===== src/rtl/riscv_run_ctrl.sv =====
// Boot/run-control sequencer: loads the program, then manages core reset and enable.
// Optional breakpoint unit is built only when RVCTL_BREAKPOINT_EN is defined.
module riscv_run_ctrl #(
  parameter int IMEM_DEPTH = 256,
  parameter int ADDR_W     = 8,
  parameter int RST_CYCLES = 2
) (
  input  logic              clk,
  input  logic              rst_n,
  input  logic              ld_valid,
  input  logic [31:0]       ld_data,
  input  logic              ld_last,
  output logic              ld_ready,
  output logic              imem_we,
  output logic [ADDR_W-1:0] imem_waddr,
  output logic [31:0]       imem_wdata,
  output logic              core_rst,
  output logic              core_en,
  input  logic              halt_req,
  input  logic              step_req,
  input  logic              resume_req,
  input  logic              reload_req,
`ifdef RVCTL_BREAKPOINT_EN
  input  logic              bp_en,
  input  logic [31:0]       bp_addr,
  input  logic [31:0]       core_pc,
  output logic              bp_hit,
`endif
  output logic [1:0]        state,
  output logic [ADDR_W:0]   load_count,
  output logic              load_ovf
);

  typedef enum logic [1:0] {
    S_LOAD = 2'd0,
    S_RST  = 2'd1,
    S_RUN  = 2'd2,
    S_HALT = 2'd3
  } st_t;

  localparam int CW = ADDR_W + 1;
  localparam int RW = (RST_CYCLES < 1) ? 1 : $clog2(RST_CYCLES + 1);
  localparam logic [CW-1:0] LAST_IDX = CW'(IMEM_DEPTH - 1);
  localparam logic [RW-1:0] RST_END  = RW'(RST_CYCLES);

  st_t           st;
  logic [CW-1:0] cnt;
  logic          ovf;
  logic [RW-1:0] rcnt;
  logic          step_q;
  logic          step_edge;
  logic          at_end;
  logic          halt_go;
  logic          bp_trig;

  assign step_edge = step_req & ~step_q;
  assign at_end    = ld_last || (cnt == LAST_IDX);
  assign halt_go   = halt_req | bp_trig;

  assign ld_ready   = (st == S_LOAD);
  assign state      = st;
  assign load_count = cnt;
  assign load_ovf   = ovf;

`ifdef RVCTL_BREAKPOINT_EN
  logic skip_bp;
  logic hit;
  logic resuming;

  assign resuming = (st == S_HALT) && resume_req && !halt_req && !reload_req;
  assign bp_trig  = (st == S_RUN) && bp_en && !skip_bp && (core_pc == bp_addr);
  assign bp_hit   = hit;

  // The first RUN cycle after a resume must not re-trap on the same PC.
  always_ff @(posedge clk) begin
    if (!rst_n) begin
      skip_bp <= 1'b0;
      hit     <= 1'b0;
    end else begin
      skip_bp <= resuming;
      if (reload_req || resuming)
        hit <= 1'b0;
      else if (bp_trig)
        hit <= 1'b1;
    end
  end
`else
  assign bp_trig = 1'b0;
`endif

  always_ff @(posedge clk) begin
    if (!rst_n) begin
      st         <= S_LOAD;
      imem_we    <= 1'b0;
      imem_waddr <= '0;
      imem_wdata <= '0;
      core_rst   <= 1'b1;
      core_en    <= 1'b0;
      cnt        <= '0;
      ovf        <= 1'b0;
      rcnt       <= '0;
      step_q     <= 1'b0;
    end else begin
      step_q  <= step_req;
      imem_we <= 1'b0;
      if (reload_req) begin
        st       <= S_LOAD;
        core_rst <= 1'b1;
        core_en  <= 1'b0;
        cnt      <= '0;
        ovf      <= 1'b0;
        rcnt     <= '0;
      end else begin
        unique case (st)
          S_LOAD: begin
            core_rst <= 1'b1;
            core_en  <= 1'b0;
            if (ld_valid) begin
              imem_we    <= 1'b1;
              imem_waddr <= cnt[ADDR_W-1:0];
              imem_wdata <= ld_data;
              cnt        <= cnt + 1'b1;
              if (at_end) begin
                st   <= S_RST;
                rcnt <= '0;
                ovf  <= !ld_last;
              end
            end
          end
          S_RST: begin
            if (rcnt == RST_END) begin
              st       <= S_RUN;
              core_rst <= 1'b0;
              core_en  <= 1'b1;
            end else begin
              rcnt <= rcnt + 1'b1;
            end
          end
          S_RUN: begin
            if (halt_go) begin
              st      <= S_HALT;
              core_en <= 1'b0;
            end
          end
          S_HALT: begin
            if (halt_req) begin
              core_en <= 1'b0;
            end else if (resume_req) begin
              st      <= S_RUN;
              core_en <= 1'b1;
            end else begin
              core_en <= step_edge;
            end
          end
          default: st <= S_LOAD;
        endcase
      end
    end
  end

endmodule


===== config.mk =====
export PLATFORM = sky130hd
export DESIGN_NAME = riscv_run_ctrl
export DESIGN_NICKNAME = d
export VERILOG_FILES = /design/src/rtl/riscv_run_ctrl.sv
export SDC_FILE = /design/constraint.sdc
export NUM_CORES = 1
export LEC_CHECK = 0
export CELL_PAD_IN_SITES_DETAIL_PLACEMENT = 0
export CELL_PAD_IN_SITES_GLOBAL_PLACEMENT = 1
export CORE_ASPECT_RATIO = 0.7
export CORE_MARGIN = 1
export CORE_UTILIZATION = 35
export CTS_BUF_LIST = sky130_fd_sc_hd__clkbuf_4
export DETAILED_ROUTE_END_ITERATION = 10
export DONT_BUFFER_PORTS = 1
export HOLD_SLACK_MARGIN = 0.1
export PLACE_DENSITY = 0.75
export SYNTH_ARGS = -nofsm -noshare
export SYNTH_HDL_FRONTEND = slang
export SYNTH_SLANG_ARGS = --single-unit

===== constraint.sdc =====
create_clock -name clk -period 2.2 [get_ports clk]
set_input_delay 0.44 -clock clk [delete_from_list [all_inputs] [get_ports clk]]
set_output_delay 0.44 -clock clk [all_outputs]
set_load 0.01 [all_outputs]

# ---- Word-level counts from Yosys, hierarchy flattened
# Index checks and enable logic that the tools add are counted.
dict set report op_classes {
  add_sub_neg 2
  eq_ne 12
  mux 19
  bitwise_logic 5
  n_reduce_logical 13
}
# cell count
set ops {}
lappend ops {{2-to-1 mux 2 bit} 9}
lappend ops {{!= test 2 bit, second input constant} 6}
lappend ops {{adder 9 x 1 -> 9 bit, second input constant} 1}
lappend ops {{== test 9 x 8 -> 1 bit, second input constant} 1}
lappend ops {{one-hot mux 2 bit (4 select lines)} 1}
lappend ops {{== test 2 bit, second input constant} 3}
lappend ops {{2-to-1 mux 1 bit} 6}
lappend ops {{AND reduction 2 bit} 3}
lappend ops {{AND reduction 3 bit} 2}
lappend ops {{AND reduction 6 bit} 1}
lappend ops {{NOT 1 bit} 4}
lappend ops {{one-hot mux 1 bit (4 select lines)} 1}
lappend ops {{one-hot mux 2 bit (2 select lines)} 1}
lappend ops {{AND reduction 4 bit} 1}
lappend ops {{OR reduction 3 bit} 1}
lappend ops {{adder 2 x 1 -> 2 bit, second input constant} 1}
lappend ops {{== test 2 x 1 -> 1 bit, second input constant} 1}
lappend ops {{logical NOT 2 bit} 1}
lappend ops {{!= test 2 x 1 -> 1 bit, second input constant} 1}
lappend ops {{one-hot mux 1 bit (2 select lines)} 1}
lappend ops {{nonzero test 2 bit} 1}
lappend ops {{OR reduction 2 bit} 1}
lappend ops {{bitwise AND 1 bit} 1}
lappend ops {{logical NOT 1 bit} 1}
lappend ops {{logical OR 1 bit} 1}
dict set report word_totals {
  regBits 58
  in_bits 40
  output_inout_bits 56
  elab_cells 61
}

# ---- Depth between registers and ports, before layout
# Gate-level depths: netlist of the first run.
dict set report depth {
  depth_word 5
  depth_mapped 7
  mapped_depth_nobuf 7
}

# ---- Worst setup path before layout of the first run
# Ideal clock, no wire load.
dict set report synth_path {
  kind {register -> register}
  from {register st[1] (netlist: state[1])}
  to {register cnt[5] (netlist: load_count[5])}
  t_arrival_ps 1533
  slack_ps 597
  path_stages_with_launch 6
  cell_sequence {dfxtp_1 -> buf_2 -> or3b_1 -> clkbuf_2 -> or4_1 -> a21oi_1}
}
dict set report synth_between {
  elab_chain_cells 2
}
# element line
set synth_rtl {}
lappend synth_rtl {{start: declaration} 46} ;# st_t st;
lappend synth_rtl {{start signal: assignment} 93} ;# st <= S_LOAD;
lappend synth_rtl {{start signal: assignment} 107} ;# st <= S_LOAD;
lappend synth_rtl {{start signal: assignment} 124} ;# st <= S_RST;
lappend synth_rtl {{logical NOT 2 bit} 114} ;# unique case (st)
lappend synth_rtl {{AND reduction 2 bit (no line)} -}
lappend synth_rtl {{end signal: assignment} 122} ;# cnt <= cnt + 1'b1;
lappend synth_rtl {{end: declaration} 47} ;# logic [CW-1:0] cnt;
# Every way passes these cells.
# A chain may end at the register's enable or synchronous reset.

# ---- Final worst setup path of the first run
dict set report layout_path {
  from {register cnt[3] (netlist: load_count[3])}
  to {register rcnt[1]}
}
dict set report layout_between {
  elab_chain_cells 4
}
# element line
set layout_rtl {}
lappend layout_rtl {{== test 9 x 8 -> 1 bit} 57} ;# assign at_end = ld_last || (cnt == LAST_IDX);
lappend layout_rtl {{logical OR 1 bit} 57}
lappend layout_rtl {{!= test 2 x 1 -> 1 bit (no line)} -}
lappend layout_rtl {{AND reduction 4 bit (no line)} -}
lappend layout_rtl {{end signal: assignment} 136} ;# rcnt <= rcnt + 1'b1;
lappend layout_rtl {{end: declaration} 49} ;# logic [RW-1:0] rcnt;
# Every way passes these cells.

==> results.yml, run 1 <==
sta:
  slew_headroom: 0.6582
  worst_slew_pin_slew_ns: 0.5127
  timing.final.crit_share: 0.7774
  finalSetupViolations: 0
  rsz0062_at_grt: "no"
  fin_skew_ns: 0.01111
  hold_viol_final: 0
  timing.fmax_mhz: 584.7
  period_minus_slack_ns: 1.710
  fin_tns_setup_ns: 0
  fin_ws_ns: 0.4897
  maxSlewViolCount: 0
worst_setup_path:
  rr_worst_depth: 6
  crit_arrival_ns: 1.97
  worst_path_max_delay_cell: "dfxtp_1"
  max_stage_delay_ns: 0.50
  path_class: "flop to flop"
  path_max_fanout: 7
  r2r_end: "rcnt[1]"
  endpoint_kind: "flop"
  worst-path-buf-inv: 0
  path_cells: "nand4_1 > nor3_1 > ha_1 > o21ai_0 > o211ai_1 > a31oi_1"
  r2r_start: "load_count[3]"
  worst_setup_path_start_kind: "flop"
  crit_family: "flip-flops"
  reg2reg_slack_ns: 0.49
  crit_required_ns: 2.46
global_route:
  antenna_found_initial: 0
  grt_pass1_vias: 1664
  grt_pass1_wl_um: 8362
  track_usage: 0.1581
  grt_max_degree: 45
  overflow: 0
floorplanning:
  die_x_um: 99.41
  die_area_mm2: 0.006977
  placement_rows: 24
  initial_core_util: 0.3687
  die_h_um: 70.19
  io_pins: 96
  core_area_mm2: 0.006306
place:
  port_buffers: 0
  gp_congestion: 0.7550
  place_ws_ns: 0.5110
  dp_hpwl_um: 3645
  dp.cells: 342
logic_synthesis:
  synth_compound_area_frac: 0.2029
  yosys.area_share.simple: 0.2282
  synth.distinct_cells: 37
  synth_warnings: 0
  ys_ff_latch: 58
  synth-xor-area-share: 0.007535
  ys_seq_area_frac: 0.4995
  synthAdderAreaFrac: 0.01615
  avgSynthCellArea_um2: 8.454
  synth_nets: 318
  syn_area_mm2: 0.002325
  synth_top_family_by_area: "simple AND/OR/NAND/NOR gates"
  synthMuxAreaShare: 0.004306
  synthCells: 275
layout:
  layout_common_cells: "nand2_1 (88), dfxtp_1 (58), a21boi_0 (24)"
  final_common_cell: "nand2_1"
  final_net_count: 319
  multi_input_area_mm2: 0.001076
  n_fill_cell: 679
  fin_cells: 359
  drive_above_1_share: 0.08185
  insertedDiodeCount: 0
  synthToLayoutAreaGrowth_pct: 10.76
  utilization: 0.4083
  seq_area_mm2: 0.001161
drt:
  drt_iter0_drc: 45
  wl_met3_um: 565
  drcViolationCount: 0
  drtPass1Iterations: 4
  routed_wl_um: 5211
  wl_met2_um: 2209
  routed_via_density: 5.070
  wl_per_cell_um: 14.52
  top_layer: "met4"
  num_vias: 1820
  antenna_left: 0
  wl_met1_um: 2354
outcome:
  status: "finished, final reports clean"
clock_tree:
  cts-resized-gates: 0
  post_cts_buffers: 0
  cts_num_sinks: 58
  cts_buffer_depth: 2
  cts_root_buffer: "clkbuf_4"
  insertion_delay_ns: 0.39
  cts_htree_levels: 3
  cts_tree: "yes"
  cts_made_buffers: 9
  cts.clk_slew.worst_paths_ns: 0.10
pwr:
  power.total_mw: 2.057
  p_per_area_mw_per_mm2: 798.9
  leakagePower_nw: 0.9027
  peakVddDrop_mv: 0.2901
worst_hold_path:
  hold_path_depth: 1
  whs_endpoint: "step_q"
  hp-start: "step_req"
  hold_class: "primary input to flop"
job:
  drv_cap: 0
per-layer routing:
metal | vias to the layer above | global-route usage
li1 | 926 | -
met1 | 813 | 0.1900
met2 | 72 | 0.2323
met3 | 9 | 0.08308
met4 | 0 | 0.07353
met5 | - | 0
registers in the layout, summed over array words and instances (netlist names):
register    count
imem_wdata     32
load_count      9
imem_waddr      8
rcnt            2
state           2
core_en         1
core_rst        1
imem_we         1
load_ovf        1
step_q          1
cell families (layout without fill, tap and decap cells):
logic type                 Yosys count  count (layout)
AOI/OAI and AO/OA                   68              68
xor gates and xnor gates             2               2
adders and majority gates            3               3
buffers and inverters               25              31
DFF                                 58              58
muxes                                1               1
and+or+nand+nor                    118             118
worst register-to-register path, stage by stage, from the launching register on:
cell and delay (ns):
dfxtp_1 0.50, nand4_1 0.23, nor3_1 0.23, ha_1 0.19, o21ai_0 0.16, o211ai_1 0.20
a31oi_1 0.09
how the worst max path moves through the flow:
stage / from / end / cells after the start
floorplan: state[1] / load_count[5] / 5
global placement: load_count[3] / rcnt[1] / 6
detailed placement: load_count[3] / rcnt[1] / 6
CTS: load_count[3] / rcnt[1] / 6
global route: load_count[3] / rcnt[1] / 6
finish: load_count[3] / rcnt[1] / 6
per-stage QoR:
stage | hold slack, ns | instance area (um^2)
after detailed placement | 0.4923 | 2414
after global placement | 0.4833 | 2414
final | 0.1715 | 2575
after global routing | 0.1375 | 2575
after CTS | 0.1389 | 2575
after floorplan | 0.4659 | 2325
layout make-up:
class,instances,area share
Clock buffer,9,0.02624
Clock inverter,7,0.03256
Multi-Input combinational cell,192,0.4179
Tap cell,78,0.03790
Timing Repair Buffer,8,0.02430
Sequential cell,58,0.4509
Inverter,7,0.01020
power by group:
group	total [mW]	switching (mW)	internal [mW]	leakage, nW
Sequential	1.12	0.0364	1.08	0.472
Clock	0.828	0.380	0.448	0.0784
Combinational	0.110	0.0622	0.0477	0.353
timing repair:
action | in CTS | in global routing
endpoints found under the setup margin | 0 | 0
hold buffers | 1 | 0
hold endpoints to repair | 1 | 0
synthesized netlist by cell type:
cell type,n,share of area
nand2_1,88,0.14
dfxtp_1,58,0.50
a21boi_0,24,0.078
a21boi_1,16,0.052
clkbuf_1,15,0.024
a21oi_1,11,0.024
inv_1,7,0.011
nor2_1,5,0.0081
o21ai_0,5,0.011
a211oi_1,3,0.0097
ha_1,3,0.016
nand2b_1,3,0.0081
nor2b_1,3,0.0081
o31ai_1,3,0.0097
or3_1,3,0.0081
a31oi_1,2,0.0054
and2_1,2,0.0054
nor3_1,2,0.0043
or3b_2,2,0.0075
or4_1,2,0.0065
xnor2_1,2,0.0075
buf_1,1,0.0016
buf_2,1,0.0022
clkbuf_2,1,0.0022
mux2i_1,1,0.0043
nand3_1,1,0.0022
nand4_1,1,0.0027
nand4bb_1,1,0.0048
nor3b_1,1,0.0032
nor4_1,1,0.0027
nor4b_2,1,0.0065
o211a_1,1,0.0043
o211ai_1,1,0.0032
o21bai_1,1,0.0032
o32ai_1,1,0.0038
or3b_1,1,0.0038
or4b_1,1,0.0043
Note: power is estimated with default switching activity, not from simulation.
==> run 2: changes to the inputs <==
==> constraint.sdc (replaced) <==
create_clock -name clk -period 1.7 [get_ports clk]
set_input_delay 0.34 -clock clk [delete_from_list [all_inputs] [get_ports clk]]
set_output_delay 0.34 -clock clk [all_outputs]
set_load 0.01 [all_outputs]
==> run 2 against run 1 <==
Clock power down 3.9%. Hold slack worse by 0.0071 ns. First-iteration DRC count up 40%. Largest power group unchanged. Global-route usage up 2.1 points. Sequential power up 29%. Die area unchanged. Critical endpoint is now state[0].
==> results.yml, run 2 (synthesis results as in run 1) <==
global_route:
  grt_max_degree: 42
  grt_pass1_wl_um: 9535
  track_usage: 0.1789
  overflow: 0
  antenna_found_initial: 0
  grt_pass1_vias: 2017
sta:
  maxSlewViolCount: 0
  worst_slew_pin_slew_ns: 0.4731
  rsz0062_at_grt: "no"
  timing.final.crit_share: 0.9196
  fin_skew_ns: 0.01115
  hold_viol_final: 0
  slew_headroom: 0.6846
  timing.fmax_mhz: 639.7
  period_minus_slack_ns: 1.563
  finalSetupViolations: 0
  whs_ns: 0.1644
  fin_tns_setup_ns: 0
drt:
  drtPass1Iterations: 4
  num_vias: 1971
  drcViolationCount: 0
  drt_iter0_drc: 63
  routed_via_density: 4.928
  antenna_left: 0
  routed_wl_um: 5789
  wl_per_cell_um: 14.47
clock_tree:
  cts_buffer_depth: 2
  cts_root_buffer: "clkbuf_4"
  cts_tree: "yes"
  cts_num_sinks: 58
  cts.clk_slew.worst_paths_ns: 0.09
  cts_made_buffers: 9
  cts_htree_levels: 3
  post_cts_buffers: 0
  insertion_delay_ns: 0.38
worst_setup_path:
  crit_arrival_ns: 1.84
  worst_setup_path_start_kind: "flop"
  path_class: "flop to flop"
  worst_path_max_delay_cell: "o21ai_0"
  endpoint_kind: "flop"
  crit_required_ns: 1.97
  max_stage_delay_ns: 0.34
  path_cells: "ha_1 > nand2_1 > nor3_1 > ha_1 > o21ai_0 > o21ai_0 > o211a_1"
  path_max_fanout: 3
layout:
  synthToLayoutAreaGrowth_pct: 26.96
  final_net_count: 360
  largest_reg_flops: 32
  layout_common_cells: "nand2_1 (88), dfxtp_1 (57), dlygate4sd3_1 (35)"
  top_register: "imem_wdata"
  drive_above_1_share: 0.1025
  final_common_cell: "nand2_1"
  insertedDiodeCount: 0
floorplanning:
  die_x_um: 99.41
  die_h_um: 70.19
  io_pins: 96
  die_area_mm2: 0.006977
  core_area_mm2: 0.006306
  initial_core_util: 0.3687
  placement_rows: 24
place:
  gp_congestion: 0.7584
  port_buffers: 0
  dp_hpwl_um: 3629
pwr:
  leakagePower_nw: 1.082
  power.total_mw: 2.473
  p_per_area_mw_per_mm2: 837.9
  peakVddDrop_mv: 0.3444
worst_hold_path:
  hold_class: "primary input to flop"
job:
  drv_cap: 0
outcome:
  status: "finished, final reports clean"
==> run 2: changes by cell type in the layout (fill, tap and decap cells not counted) <==
cell and delta:
buf_12 +2, buf_4 +5, bufinv_16 -2, clkbuf_4 +3, clkinv_1 -2, clkinv_2 +2
clkinvlp_4 -1, dfxtp_1 -1, dfxtp_2 +1, dlygate4sd3_1 +34
==> run 2: routing by layer <==
layer / global-route usage / vias to the layer above / share of wire
li1: - / 1003 / -
met1: 0.1998 / 893 / 0.45
met2: 0.2917 / 70 / 0.45
met3: 0.09009 / 5 / 0.095
met4: 0.06863 / 0 / 0.0076
met5: 0 / - / 0
==> run 2: where the power goes <==
group | leakage, nW | internal [mW] | switching (mW)
Sequential | 0.472 | 1.40 | 0.0456
Combinational | 0.541 | 0.122 | 0.109
Clock | 0.0685 | 0.339 | 0.457
==> run 2: worst paths after layout <==
path,from,endpoint,slack [ns],cells past startpoint
worst max-delay path,load_count[0],state[0],0.14,7
worst min-delay path,halt_req,core_en,0.16,3
worst max register to register,load_count[0],state[0],0.14,7
worst min register to register,imem_wdata[10],imem_wdata[10],0.51,2
==> run 2: through the flow <==
stage,utilization,worst slack [ns],cells,area [um^2]
3_3_place_gp,0.3919,0.1997,348,2471
5_1_grt,0.4681,0.003151,400,2952
2_1_floorplan,-,0.09673,275,2325
4_1_cts,0.4679,0.1333,400,2950
6_report,0.4681,0.1367,400,2952
3_5_place_dp,0.3919,0.1631,348,2471
==> run 2: repair_timing <==
| item | 4_1_cts | 5_1_grt |
|---|---|---|
| resized for setup | 0 | 1 |
| hold buffers | 36 | 0 |
| endpoints found under the hold margin | 43 | 0 |
| endpoints found under the setup margin | 0 | 1 |
==> run 2: final cells by class <==
cell class / count / area, um^2
clock buffers: 12 / 90.09
clock inverters: 4 / 18.77
fillers: 613 / 3354
inverters: 7 / 26.28
multi-input cells: 192 / 1076
flip-flops and latches: 58 / 1162
well taps: 78 / 97.59
repair buffers: 49 / 480.5
==> run 2: critical path: cells and delay by family (launching register included) <==
family                     cells  cell delay (ns)
AOI/OAI and AO/OA              3             0.61
adders and majority gates      2             0.42
DFF                            1             0.32
and+or+nand+nor                2             0.11
